$ cat config.mk
export PLATFORM = sky130hd
export DESIGN_NAME = mem_port_arbiter
export DESIGN_NICKNAME = d
export VERILOG_FILES = /design/src/rtl/mem_arb_pkg.sv /design/src/rtl/rr_pick4.sv /design/src/rtl/mem_port_arbiter.sv
export SDC_FILE = /design/constraint.sdc
export NUM_CORES = 1
export LEC_CHECK = 0
export BUFFER_PORTS_ARGS = -buffer_cell sky130_fd_sc_hd__buf_2
export CAP_MARGIN = 10
export CORE_AREA = 2 2 157 159
export CTS_CLUSTER_DIAMETER = 120
export CTS_CLUSTER_SIZE = 40
export DETAILED_ROUTE_END_ITERATION = 10
export DIE_AREA = 0 0 159 161
export GPL_TIMING_DRIVEN = 0
export RECOVER_POWER = 25
export SETUP_SLACK_MARGIN = 0.4
export SLEW_MARGIN = 10
export SYNTH_ARGS = -nofsm -noshare
export SYNTH_HDL_FRONTEND = slang
export SYNTH_SLANG_ARGS = --single-unit
$ cat constraint.sdc
create_clock -name clk -period 2.4 [get_ports clk]
set_input_delay 0.6 -clock clk [delete_from_list [all_inputs] [get_ports clk]]
set_output_delay 0.6 -clock clk [all_outputs]
set_load 0.1 [all_outputs]
$ cat src/rtl/mem_arb_pkg.sv
// Shared definitions for the memory port arbiter: FSM encoding, requester count
// and a one-hot helper for grant/done vectors.
package mem_arb_pkg;

  localparam int NREQ  = 4;
  localparam int SEL_W = 2;

  typedef enum logic [1:0] {
    IDLE = 2'd0,
    BUSY = 2'd1,
    RESP = 2'd2
  } state_t;

  function automatic logic [NREQ-1:0] onehot(input logic [SEL_W-1:0] idx);
    logic [NREQ-1:0] v;
    v      = '0;
    v[idx] = 1'b1;
    return v;
  endfunction

endpackage

$ cat src/rtl/rr_pick4.sv
// Combinational circular priority picker: first set req bit at or after ptr,
// wrapping around the four requesters.
module rr_pick4
  import mem_arb_pkg::*;
(
  input  logic [NREQ-1:0]  req,
  input  logic [SEL_W-1:0] ptr,
  output logic [SEL_W-1:0] idx,
  output logic             any
);

  logic [SEL_W-1:0] cand;

  // Walk from the farthest candidate back to ptr so the nearest hit wins.
  always_comb begin
    // NOTE: every output gets a default before the loop, otherwise a path that
    // never assigns it would infer a latch.
    idx  = ptr;
    any  = 1'b0;
    cand = ptr;
    for (int i = NREQ - 1; i >= 0; i--) begin
      cand = ptr + SEL_W'(i);
      if (req[cand]) begin
        idx = cand;
        any = 1'b1;
      end
    end
  end

endmodule

$ cat src/rtl/mem_port_arbiter.sv
// Round-robin sequencer sharing one single-ported memory among four requesters;
// holds the grant until mem_ready or timeout, then pulses done with read data.
module mem_port_arbiter
  import mem_arb_pkg::*;
#(
  parameter int WIDTH   = 32,
  parameter int TIMEOUT = 16
) (
  input  logic                  clk,
  input  logic                  rst,
  input  logic [NREQ-1:0]       req,
  input  logic [NREQ-1:0]       we,
  input  logic [NREQ*WIDTH-1:0] addr_i,
  input  logic [NREQ*WIDTH-1:0] wdata_i,
  input  logic                  mem_ready,
  input  logic [WIDTH-1:0]      mem_rdata,
  output logic                  mem_en,
  output logic                  mem_we,
  output logic [WIDTH-1:0]      mem_addr,
  output logic [WIDTH-1:0]      mem_wdata,
  output logic [SEL_W-1:0]      sel,
  output logic [NREQ-1:0]       gnt,
  output logic [NREQ-1:0]       done,
  output logic                  err,
  output logic [WIDTH-1:0]      rdata
);

  localparam int CNT_W = (TIMEOUT > 1) ? $clog2(TIMEOUT) : 1;

  state_t           state, state_next;
  logic [SEL_W-1:0] ptr;
  logic [SEL_W-1:0] pick_idx;
  logic             pick_any;
  logic [CNT_W-1:0] wait_cnt;
  logic             we_q;
  logic             err_q;
  logic             timeout_hit;
  logic [WIDTH-1:0] addr_pick;
  logic [WIDTH-1:0] wdata_pick;

  rr_pick4 u_pick (
    .req (req),
    .ptr (ptr),
    .idx (pick_idx),
    .any (pick_any)
  );

  assign addr_pick   = addr_i[int'(pick_idx)*WIDTH +: WIDTH];
  assign wdata_pick  = wdata_i[int'(pick_idx)*WIDTH +: WIDTH];
  assign timeout_hit = (wait_cnt == CNT_W'(TIMEOUT - 1));

  always_ff @(posedge clk) begin
    if (rst) state <= IDLE;
    else     state <= state_next;
  end

  always_comb begin
    state_next = state;
    mem_en     = 1'b0;
    mem_we     = 1'b0;
    gnt        = '0;
    done       = '0;
    err        = 1'b0;
    case (state)
      IDLE: if (pick_any) state_next = BUSY;
      BUSY: begin
        mem_en = 1'b1;
        mem_we = we_q;
        gnt    = onehot(sel);
        if (mem_ready || timeout_hit) state_next = RESP;
      end
      RESP: begin
        done       = onehot(sel);
        err        = err_q;
        state_next = IDLE;
      end
      default: state_next = IDLE;
    endcase
  end

  // Request side is sampled only in IDLE, so the captured access stays frozen
  // for the rest of the transaction whatever the requester does meanwhile.
  always_ff @(posedge clk) begin
    // NOTE: registered state is always assigned with <= so every flop sees the
    // pre-edge values of its neighbours, independent of statement order.
    if (rst) begin
      ptr       <= '0;
      sel       <= '0;
      we_q      <= 1'b0;
      err_q     <= 1'b0;
      wait_cnt  <= '0;
      mem_addr  <= '0;
      mem_wdata <= '0;
      rdata     <= '0;
    end else begin
      case (state)
        IDLE: if (pick_any) begin
          sel       <= pick_idx;
          we_q      <= we[pick_idx];
          mem_addr  <= addr_pick;
          mem_wdata <= wdata_pick;
          wait_cnt  <= '0;
        end
        BUSY: begin
          if (mem_ready) begin
            rdata <= mem_rdata;
            err_q <= 1'b0;
          end else if (timeout_hit) begin
            rdata <= '0;
            err_q <= 1'b1;
          end else begin
            wait_cnt <= wait_cnt + 1'b1;
          end
        end
        RESP: ptr <= sel + 1'b1;
        default: ;
      endcase
    end
  end

endmodule
==> run metrics, run 1 <==
xor and xnor area share after synthesis=0.308%; fin nets=1,297; I/O Buffers=406; prevailing post-synth register cell=dfxtp_1; top cells by count, synth=133 x mux2i_1, 108 x dfxtp_1, 67 x nand2_1, 50 x o221ai_2, 43 x nor2_1; core area=0.0240 mm2; simple-gate share of the synthesized area=10.7%; drt first pass iters=5; Adder-Cell Fraction of Synth Area=1.10%; CP max FO=6; clock share of power=24.2%; Die W=159 um; row count=57; post-synth net total=857; routed vias=6,070; post-synth top area share=38.0%; Iter 0 DRT Violations=258; pin count of the biggest net entering global routing=22; CTS Buf Count=9; Int Pwr=3540 uW; CTS tree=yes; Power, Total=6430 uW; vias in the first global route=6,181; mux cell area share after synthesis=23.4%; dominant combinational cell family by area after synthesis=multiplexers; detailed-route wire length per cell=18.6 um; Clock Pin Slew Worst Setup and Hold Paths=80 ps; Via-to-Cell Ratio=4.58; Chip Height=161 um; crit path time final=2170 ps; dpl hpwl=18,800 um; Max-Cap Viols=0; Clock Sinks=108; Area contributors post-synth=dfxtp_1 38%, mux2i_1 23%, o221ai_2 13%, nand2_1 4.4%, a22oi_1 4.4%; most frequent cell after synthesis=mux2i_1; Worst Tran Pin Value=580 ps; CTS H-tree depth=3; share of cells above drive strength 1=57.4%; WL final=24,700 um; leading area contributor after synthesis=dfxtp_1; Final Cycle Share=90.3%; CTS max path bufs=2; crit end category=flop; Starting Density=23.7%; combinational power share=43.6%; Yosys warning count=0; Net Sw Frac=44.9%; Hold Vio Cnt, Final=0; Routability Congestion=0.774; Skew-Pair Late Insertion Delay=360 ps; RSZ-0062 raised after global routing=yes; fin area=0.00928 mm2; GRT overflow=0; asr flop ratio synth=0%; setup TNS=0 ps; Syn Std Cell Area=0.00569 mm2; crit start category=primary input; initial antenna violation count=2; Crit Path Category=in -> reg; Clock Skew=13.4 ps; synth unique cells=32; Worst EP required=2630 ps; Routed Antenna Nets=0; peak supply drop=0.313 mV; f_max=461 MHz; die area=0.0256 mm2; clk root buf=clkbuf_16; Rel. slew slack=61.5%; Reg power frac=32.1%; HP Class=reg -> reg; sequential area share after synthesis=38.0%; EDFF count, synth=0; leakage power figure=0.00433 uW; dpl cell area=0.00816 mm2; first-pass GRT wire length=35,000 um; status=finished, final reports clean; Global Route Usage Sum=17.7%; Critical Path AT=2400 ps; fin. max-slew vios=0; power density cells=692 mW/mm2; Syn-to-layout area delta=63.1%; compound-cell area share of the yosys netlist=21.2%; syn avg cell area=10.3 um2; num ports=408; Synth Instances=553; post-layout util=38.7%; # setup viols final=0; sw power=2890 uW; DRC Markers=0; register bit total from synthesis=108
through the flow:
| stage | cells | worst slack (ps) | hold slack, ps |
|---|---|---|---|
| global route | 1323 | 175 | 477 |
| detailed placement | 1283 | -936 | 442 |
| global placement | 1283 | -920 | 440 |
| CTS | 1307 | 360 | 463 |
| finish | 1324 | 232 | 467 |
| floorplan | 553 | 285 | 436 |
critical path, cell delays in order:
cell       delay [ps]
clkbuf_1          140
or4_1             590
and2_0            180
buf_6             130
or3b_4            310
buf_12            190
clkbuf_16         170
o221ai_2           90
cells by family after synthesis:
logic type,count (synthesis)
fa+ha+maj,5
buf+inv,55
xor+xnor,2
flops,108
simple gates,140
mux,133
compound gates,110
flip-flops by register name, indices dropped and copies added, names as in the netlist:
| register | count |
|---|---|
| wait_cnt | 4 |
| mem_wdata | 32 |
| ptr | 2 |
| err_q | 1 |
| rdata | 32 |
| we_q | 1 |
| sel | 2 |
| mem_addr | 32 |
| state | 2 |
worst paths after layout:
kind	end	startpoint	depth (start not counted)	slack [ps]
worst max-delay path	mem_addr[11]	req[2]	8	230
worst min-delay path	mem_addr[30]	mem_addr[30]	2	470
worst max register to register	mem_addr[30]	ptr[0]	8	390
worst min register to register	mem_addr[30]	mem_addr[30]	2	470
repair_timing:
item	4_1_cts	5_1_grt
resized for setup	95	65
endpoints found under the hold margin	0	0
gates cloned	0	9
pin swaps	3	51
setup buffers	8	6
endpoints found under the setup margin	77	104
hold buffers	0	0
cell usage in the layout (no fill, tap or decap), types with 4 or more instances in the layout:
master / Yosys / routed
buf_12: 0 / 19
buf_2: 25 / 355
clkbuf_1: 16 / 11
nand2_1: 67 / 67
buf_6: 7 / 16
o221ai_1: 15 / 13
o221ai_2: 50 / 52
clkbuf_2: 0 / 48
buf_4: 4 / 17
nor2_1: 43 / 42
nor2b_4: 0 / 4
ha_1: 5 / 4
mux2i_2: 0 / 5
clkbuf_4: 0 / 4
dfxtp_1: 108 / 102
and2_4: 0 / 10
mux2i_1: 133 / 126
clkbuf_16: 0 / 17
a22oi_1: 33 / 33
final cells by class:
type | instances | area (um2)
fillers | 2479 | 14700
multi-input cells | 390 | 3360
repair buffers | 429 | 2530
flip-flops and latches | 108 | 2180
plain buffers | 52 | 495
well taps | 324 | 405
clock buffers | 9 | 225
clock inverters | 7 | 80.1
inverters | 3 | 11.3
diodes | 2 | 5.00
power groups by stage:
stage	sequential, uW	clock, uW	combinational [uW]
detailed placement	2100	0	2590
CTS	2060	1620	2690
global route	2090	1680	2930
global placement	2090	0	2580
finish	2060	1560	2810
floorplan	3290	0	748
metal layers:
metal  global-route usage [%]  up-vias  part of all wire, %
li1                         -     2946                    -
met1                     20.1     2845                   41
met2                     31.5      259                   51
met3                     5.78       20                  6.9
met4                     5.25        0                  1.5
met5                        0        -                    0
No activity file was read; power rests on OpenSTA's default activity.
==> inputs of run 2 (changes only) <==
--- a/config.mk
+++ b/config.mk
@@ -7,15 +7,16 @@
 export LEC_CHECK = 0
 export BUFFER_PORTS_ARGS = -buffer_cell sky130_fd_sc_hd__buf_2
 export CAP_MARGIN = 10
-export CORE_AREA = 2 2 157 159
+export CORE_AREA = 2 2 158 160
 export CTS_CLUSTER_DIAMETER = 120
 export CTS_CLUSTER_SIZE = 40
 export DETAILED_ROUTE_END_ITERATION = 10
-export DIE_AREA = 0 0 159 161
+export DIE_AREA = 0 0 160 162
 export GPL_TIMING_DRIVEN = 0
 export RECOVER_POWER = 25
 export SETUP_SLACK_MARGIN = 0.4
 export SLEW_MARGIN = 10
 export SYNTH_ARGS = -nofsm -noshare
 export SYNTH_HDL_FRONTEND = slang
+export SYNTH_HIERARCHICAL = 1
 export SYNTH_SLANG_ARGS = --single-unit
==> run 2 against run 1 <==
Against the previous run:
- first-iteration DRC count up 23%
- via count shrank 9.7%
- non-clock buffer count decreased by 4
- design area is 4.2% lower
- count of clock-buffer cells in the layout did not move
- hold slack improved by 9.1 ps
- maximum frequency increased by 0.23%
- utilization is 1.9 points lower
- register-to-register slack worse by 130 ps
- sequential cell count unchanged
- synthesized area decreased by 7.4%
- critical endpoint is now mem_addr[8]
==> run metrics, run 2 <==
CP max stage cell=mux4_2; detailed-route wire length per cell=18.5 um; core area=0.0241 mm2; ant diodes=0; most frequent cells in the layout=364 x buf_2, 102 x dfxtp_1, 65 x mux4_2, 65 x a22o_1, 42 x clkbuf_2; Skew-Pair Late Insertion Delay=360 ps; crit end category=flop; HP Class=reg -> reg; RSZ-0062 raised after global routing=yes; dpl cell area=0.00778 mm2; Layout Cells excl Fill=1,194; fill count=2,457; die area=0.0259 mm2; end point of the worst hold path=mem_addr[25]; cell chain of the critical path=buf_4, and2b_2, o21ai_2, o221a_4, buf_12, clkbuf_16, mux4_2, a22o_1; FF-to-FF setup slack=260 ps; Max-Cap Viols=0; Starting Density=21.9%; peak supply drop=0.355 mV; power density cells=710 mW/mm2; leading area contributor after synthesis=dfxtp_1; CP max FO=7; pin count of the biggest net entering global routing=21; sequential area share after synthesis=41.0%; Clock Skew=8.90 ps; I/O Buffers=406; status=finished, final reports clean; crit path time final=2160 ps; register bit total from synthesis=108; initial antenna violation count=0; prevailing post-synth register cell=dfxtp_1; vias in the first global route=5,673; WP depth=8; CTS Buf Count=9; hold wc startpoint=mem_addr[25]; syn avg cell area=12.6 um2; Syn-to-layout area delta=68.6%; post-synth top area share=41.0%; Reg2Reg Capture Point=mem_addr[8]; Chip Height=162 um; most frequent cell after synthesis=dfxtp_1; asr flop ratio synth=0%; Critical Path AT=2410 ps; Crit Path Category=in -> reg; Worst EP required=2650 ps; CTS H-tree depth=3; Syn Std Cell Area=0.00527 mm2; Rel. slew slack=56.5%; Global Route Usage Sum=15.6%; CTS tree=yes; share of cells above drive strength 1=66.1%; crit start category=primary input; Die W=160 um; dpl hpwl=16,900 um; post-synth net total=724; Top Registers=mem_addr (32), mem_wdata (32), rdata (32); WL final=22,000 um; Clock Pin Slew Worst Setup and Hold Paths=80 ps; Routability Congestion=0.799; reg-to-reg startpoint=ptr[0]; DRC Markers=0; Yosys warning count=6; area occupied by multi-input gates=0.00293 mm2; worst-case reg-to-reg path depth=7; largest delay contributor family on the critical path=compound AO/OA/AOI/OAI gates; post-layout util=36.9%; Final Cycle Share=90.1%; Worst Tran Pin Value=645 ps; worst path bufs/invs=3; routed vias=5,482; Synth Instances=420; Iter 0 DRT Violations=317; EDFF count, synth=0; Via-to-Cell Ratio=4.59; leakage power figure=0.00415 uW; commonest non-fill, non-tap cell in the layout=buf_2; num ports=408; drt first pass iters=4; Clock Sinks=108; fin nets=1,169; register area=0.00218 mm2; Area contributors post-synth=dfxtp_1 41%, mux4_2 28%, a22o_1 11%, a22oi_1 4.6%, nor2_1 2.8%; f_max=462 MHz; clk root buf=clkbuf_16; Worst Hold Depth=1; fin area=0.00889 mm2; # setup viols final=0; post-placement cell count=1,150; row count=57; synth unique cells=37; CTS max path bufs=2; top cells by count, synth=108 x dfxtp_1, 65 x a22o_1, 65 x mux4_2, 40 x nor2_1, 32 x a22oi_1; first-pass GRT wire length=31,300 um; Hold Vio Cnt, Final=0; fin. max-slew vios=0; Routed Antenna Nets=0; GRT overflow=0; Slowest Stage Delay on Critical Path=510 ps
[run 2: changes by cell type after synthesis, sizes merged, moves of 3 or more]
cell / change
mux2i: -132
a22o: +65
mux4: +65
o221ai: -65
nand2: -60
buf: -7
a21oi: +6
nor2b: -5
and2b: +3
nand3b: -3
nor3: +3
[run 2: worst max-delay path by stage]
| stage | startpoint | to | slack, ps |
|---|---|---|---|
| 2_1_floorplan | req[0] | mem_addr[19] | 160 |
| 3_3_place_gp | req[0] | mem_addr[6] | -210 |
| 3_5_place_dp | req[0] | mem_addr[6] | -220 |
| 4_1_cts | ptr[0] | mem_addr[27] | 260 |
| 5_1_grt | ptr[0] | mem_addr[14] | 200 |
| 6_report | req[0] | mem_addr[8] | 240 |
[run 2: power breakdown]
part | internal, uW | total, uW | leakage (uW) | switching [uW]
Combinational | 875 | 2660 | 0.00311 | 1790
Sequential | 1960 | 2050 | 0.000891 | 89.4
Clock | 840 | 1600 | 0.000153 | 760
Total | 3680 | 6310 | 0.00415 | 2640
[run 2: final cells by class]
| type | count | share of cell area (%) |
|---|---|---|
| clock inverters | 7 | 1.06 |
| well taps | 324 | 4.56 |
| inverters | 3 | 0.127 |
| clock buffers | 9 | 2.53 |
| repair buffers | 434 | 29.5 |
| multi-input cells | 266 | 33.0 |
| flip-flops and latches | 108 | 24.5 |
| plain buffers | 43 | 4.74 |
[run 2: worst register-to-register path, stage by stage, from the launching register on]
cell and delay (ps):
dfxtp_4 370, and2b_1 200, o21ai_2 140, o221a_4 270, buf_12 180, clkbuf_16 170
mux4_2 510, a22o_1 200
[run 2: stage by stage]
step,total power (uW),setup WS [ps],hold slack [ps],TNS [ps]
floorplan,3950,162,449,0
finish,6310,237,476,0
global route,6600,205,487,0
CTS,6310,256,466,0
detailed placement,4550,-220,458,-7600
global placement,4530,-208,457,-6580
[run 2: layer usage]
metal | vias to the layer above | global-route usage (%) | part of all wire (%)
li1 | 2557 | - | -
met1 | 2665 | 17.9 | 40
met2 | 232 | 28.1 | 51
met3 | 28 | 4.65 | 7.3
met4 | 0 | 4.91 | 2.0
met5 | - | 0 | 0
[run 2: timing repair]
action	CTS	global route
resized for setup	88	24
gates cloned	2	7
pin swaps	5	2
buffers inserted	13	6
setup endpoints to repair	76	75
hold buffers	0	0
[run 2: logic make-up (layout without fill, tap and decap cells)]
logic type                 count (synthesis)  count (layout)  share of synthesized area, %
DFF                                      108             108                          41.0
and+or+nand+nor                           77              77                          7.41
AOI/OAI and AO/OA                        118             118                          17.8
adders and majority gates                  5               5                          1.19
muxes                                     66              66                          28.0
buffers and inverters                     46             496                          4.60
